==> src/rtl/nm_sparse_row.sv <==
// nm_sparse_row: N:M structured-sparse systolic row with double-buffered weight banks
module nm_sparse_row #(
  parameter int COL = 4,
  parameter int BW = 4,
  parameter int PSUM_BW = 20,
  parameter int N = 2,
  parameter int M = 4,
  parameter int GROUPS = 2,
  localparam int IW = (M > 1) ? $clog2(M) : 1
) (
  input  logic                   clk,
  input  logic                   reset,
  input  logic                   w_valid,
  output logic                   w_ready,
  input  logic [N*BW-1:0]        w_data,
  input  logic [N*IW-1:0]        w_idx,
  input  logic                   a_valid,
  output logic                   a_ready,
  input  logic [M*BW-1:0]        a_data,
  input  logic [COL*PSUM_BW-1:0] psum_in_flat,
  output logic                   out_valid,
  input  logic                   out_ready,
  output logic [COL*PSUM_BW-1:0] psum_out_flat,
  output logic                   bank_sel
);
  localparam int GW = (GROUPS > 1) ? $clog2(GROUPS) : 1;
  localparam int CW = (COL > 1) ? $clog2(COL) : 1;
  typedef enum logic [1:0] {EMPTY, IDLE, ACC} state_t;
  state_t state;
  logic [N*BW-1:0] w_mem [2][COL][GROUPS];
  logic [N*IW-1:0] i_mem [2][COL][GROUPS];
  logic shadow_full, swap_now, fire, w_fire, last_g, wl_g, wl_c, shadow_bank;
  logic [GW-1:0] g, w_grp;
  logic [CW-1:0] w_col;
  logic [COL-1:0][PSUM_BW-1:0] acc, nxt;
  logic [M-1:0][BW-1:0] a_arr;
  logic signed [2*BW-1:0] wk, ak, p;
  assign a_arr = a_data;
  assign swap_now = shadow_full && state != ACC;
  assign a_ready = state != EMPTY && !swap_now && !(out_valid && !out_ready);
  assign w_ready = !shadow_full;
  assign fire = a_valid && a_ready;
  assign w_fire = w_valid && w_ready;
  assign last_g = g == GW'(GROUPS - 1);
  assign wl_g = w_grp == GW'(GROUPS - 1);
  assign wl_c = w_col == CW'(COL - 1);
  // the very first load fills the bank already selected; later loads fill the idle bank
  assign shadow_bank = state == EMPTY ? bank_sel : !bank_sel;
  // per-column running sum: start from psum_in on the first beat, add each kept weight times its selected activation
  always_comb begin
    wk = '0;
    ak = '0;
    p = '0;
    for (int c = 0; c < COL; c++) begin
      nxt[c] = state == IDLE ? psum_in_flat[c*PSUM_BW +: PSUM_BW] : acc[c];
      for (int k = 0; k < N; k++) begin
        wk = (2*BW)'($signed(w_mem[bank_sel][c][g][k*BW +: BW]));
        ak = (2*BW)'($signed(a_arr[i_mem[bank_sel][c][g][k*IW +: IW]]));
        p = wk * ak;
        nxt[c] = nxt[c] + PSUM_BW'(p);
      end
    end
  end
  // weight storage write port into the shadow bank
  always_ff @(posedge clk)
    if (w_fire) begin
      w_mem[shadow_bank][w_col][w_grp] <= w_data;
      i_mem[shadow_bank][w_col][w_grp] <= w_idx;
    end
  // load counters, bank swap, pass FSM and registered result
  always_ff @(posedge clk)
    if (reset) begin
      state <= EMPTY;
      bank_sel <= 1'b0;
      shadow_full <= 1'b0;
      w_col <= '0;
      w_grp <= '0;
      g <= '0;
      acc <= '0;
      out_valid <= 1'b0;
      psum_out_flat <= '0;
    end else begin
      if (w_fire) begin
        w_grp <= wl_g ? '0 : w_grp + 1'b1;
        if (wl_g) w_col <= wl_c ? '0 : w_col + 1'b1;
        if (wl_g && wl_c) shadow_full <= 1'b1;
      end
      if (swap_now) begin
        shadow_full <= 1'b0;
        bank_sel <= state == EMPTY ? bank_sel : !bank_sel;
        if (state == EMPTY) state <= IDLE;
      end
      if (fire) begin
        g <= last_g ? '0 : g + 1'b1;
        state <= last_g ? IDLE : ACC;
        acc <= nxt;
      end
      if (fire && last_g) begin
        out_valid <= 1'b1;
        psum_out_flat <= nxt;
      end else if (out_valid && out_ready) begin
        out_valid <= 1'b0;
        psum_out_flat <= '0;
      end
    end
endmodule

==> config.mk <==
export PLATFORM = sky130hd
export DESIGN_NAME = nm_sparse_row
export DESIGN_NICKNAME = d
export VERILOG_FILES = /design/src/rtl/nm_sparse_row.sv
export SDC_FILE = /design/constraint.sdc
export NUM_CORES = 1
export LEC_CHECK = 0
export ABC_CLOCK_PERIOD_IN_PS = 8100
export BUFFER_PORTS_ARGS = -buffer_cell sky130_fd_sc_hd__buf_4
export CAP_MARGIN = 0
export CORE_ASPECT_RATIO = 1.25
export CORE_MARGIN = 2
export CORE_UTILIZATION = 25
export DETAILED_ROUTE_END_ITERATION = 12
export SETUP_SLACK_MARGIN = 0.5
export SYNTH_ARGS = -nofsm -noshare
export SYNTH_HDL_FRONTEND = slang
export SYNTH_SLANG_ARGS = --single-unit
export TNS_END_PERCENT = 1
==> constraint.sdc <==
create_clock -name clk -period 8.1 [get_ports clk]
set_input_delay 0.405 -clock clk [delete_from_list [all_inputs] [get_ports clk]]
set_output_delay 0.405 -clock clk [all_outputs]
set_load 0.02 [all_outputs]
==> results.toml <==
[clock_tree]
cts_hold_buf = 0
clock-sinks = 362
cts_root_buf = "clkbuf_16"
clockBufferDepth = 3
clkLatencyLatePin_ps = 600
numCtsBuffers = 40
cts_tree = "yes"
htreeDepth = 2
clkTransAtPathRegs_ps = 70

[timing]
finalSetupTns_ps = 0
finalMaxSlewViolations = 0
period_needed_ps = 7403
setup_violations = 0
clock.fmax_mhz = 135.1
maxSlewHeadroom_pct = 27.27
tightest_slew_ps = 1087
finalCritPeriodShare_pct = 91.39
final_hold_viol_count = 0
grt_setup_unrepaired = "true"
finalClockSkew_ps = 26.04

[detailed_routing]
antenna_left = 0
drtPass1Iterations = 4
routed-via-count = 17600
drc = 0
drt_iter0_drc = 1047
wirelength_um = 71820
viasPerCell = 4.630
drt-wirelength-per-cell_um = 18.89

[finish]
area_growth_pct = 20.14
nNetsFinal = 2906
final_common_cell = "buf_4"
nFillCells = 10020
drive_above_1_share_pct = 20.04
layout_common_cells = "buf_4 (263), ha_1 (209), nand2_1 (201)"

[synthesis]
synthArstFlopShare_pct = 0
synth-edff-count = 192
synthCells = 2240
synth_area_mm2 = 0.02456
syn_area_per_cell_um2 = 10.97
ys_ff_latch = 362
synthesis.nets = 2677
ys.flop_type = "edfxtp_1"
yosysSeqAreaShare_pct = 37.32
yosysUniqueCellTypes = 72
synth_warnings = 0

[setup_path]
cp_num_buf_inv = 4
slowest_stage = "mux4_2"
startpoint_type = "register"
cpMostUsedCell = "fa_1"
path_max_fanout = 11
critPathCaptureType = "register"
slowest_delay_ps = 600
crit_type = "register to register"
crit_required_ps = 8570
crit_family = "adder cells"
cp.arrival_ps = 7880

[die]
dieArea_mm2 = 0.1008
rows = 128
io_pins = 197
die_x_um = 284.4
die_y_um = 354.5
core_area_mm2 = 0.09737
start_util_pct = 25.23

[grt]
grt_pass1_wl_um = 107900
grt_max_degree = 84
grt_util_all_layers_pct = 13.96
grt_pass1_vias = 17560
gr-total-overflow = 0
antenna_found_initial = 8

[flow_run]
maxCapViolCount = 0

[place]
finalWeightedCongestion = 0.8237
hpwl_um = 52840
io_buffers = 196

[outcome]
status = "finished, final reports clean"

[min_path]
worst_hold_path_type = "input pin to register"
## synthesized netlist by cell type (3+ instances only)
master	number	area share, %
a211o_1	3	0.11
a211oi_1	9	0.28
a21o_1	35	1.1
a21oi_1	151	3.1
a22o_1	11	0.39
a22oi_1	54	1.7
a31oi_1	8	0.20
and2_1	77	2.0
and3_1	18	0.46
buf_1	16	0.24
buf_2	6	0.12
clkbuf_1	59	0.90
dfxtp_1	170	14
edfxtp_1	192	23
fa_1	110	9.0
ha_1	214	11
inv_1	134	2.0
inv_2	5	0.076
mux2_2	22	1.0
mux2i_1	100	4.1
mux4_1	3	0.32
mux4_2	63	5.8
nand2_1	202	3.1
nand2b_1	10	0.25
nand3_1	19	0.39
nand3b_1	10	0.31
nor2_1	144	2.2
nor2b_1	15	0.38
nor3_1	15	0.31
nor3b_1	4	0.12
o211ai_1	13	0.40
o21a_1	14	0.43
o21ai_0	39	0.79
o21bai_1	51	1.6
o31a_1	4	0.14
o31ai_1	5	0.15
or2_2	10	0.25
or3_1	11	0.28
xnor2_1	106	3.8
xnor2_2	5	0.33
xor2_1	59	2.1
## cell families after synthesis
kind of cell / after synthesis / share of synthesized area [%]
AND/OR/NAND/NOR: 547 / 10.38
flip-flops: 362 / 37.32
adder cells (fa/ha/maj): 324 / 19.86
AO/OA/AOI/OAI: 421 / 11.13
XOR/XNOR: 172 / 6.402
buffers and inverters: 225 / 3.657
multiplexers: 189 / 11.24
## final cells by class
| type | count | area, um^2 | area share, % |
|---|---|---|---|
| Clock inverter | 21 | 180.2 | 0.6105 |
| Tap cell | 1300 | 1627 | 5.512 |
| Clock buffer | 52 | 1107 | 3.752 |
| Inverter | 139 | 528.0 | 1.789 |
| Sequential cell | 362 | 9176 | 31.09 |
| Antenna cell | 2 | 5.005 | 0.01696 |
| Multi-Input combinational cell | 1654 | 14770 | 50.06 |
| Timing Repair Buffer | 272 | 2115 | 7.165 |
## routing by layer
metal	vias up	global-route usage [%]	part of all wire, %
li1	8451	-	-
met2	433	23.54	48
met4	12	3.758	2.4
met5	-	0	0.12
met1	8610	17.50	42
met3	96	3.856	7.3
## state kept, by name (all words and copies together) (netlist names), named ones only
register,count
psum_out_flat,80
w_grp,1
w_mem,128
shadow_full,1
bank_sel,1
i_mem,64
g,1
acc,80
out_valid,1
state,2
w_col,2
## repair_timing
| item | 4_1_cts | 5_1_grt |
|---|---|---|
| gates cloned | 1 | 1 |
| setup endpoints to repair | 38 | 66 |
| pin swaps | 3 | 21 |
| setup buffers | 7 | 35 |
| resized for setup | 13 | 48 |
## stage by stage
step	std cells	worst slack (ps)	hold slack (ps)	instance area [um^2]	util, %
after floorplan	2240	429.1	433.8	24580	-
after global placement	3683	170.9	439.0	27600	28.34
after detailed placement	3683	129.1	445.1	27600	28.34
after CTS	3764	472.9	105.3	29030	29.81
after global routing	3800	380.9	125.6	29510	30.30
final	3802	697.4	141.1	29510	30.31
## path summary, 6_finish.rpt
kind,from,endpoint,slack (ps),cells after the start
setup / recovery,register,psum_out_flat[79],700,29
setup reg to reg,register,psum_out_flat[79],700,29
hold reg to reg,psum_out_flat[39],psum_out_flat[39],450,2
hold / removal,w_idx[3],i_mem[0][11],140,1
Power is left out: the tool's default activity adds up to more than one toggle a clock period on the data nets, which glitch-free logic cannot reach.
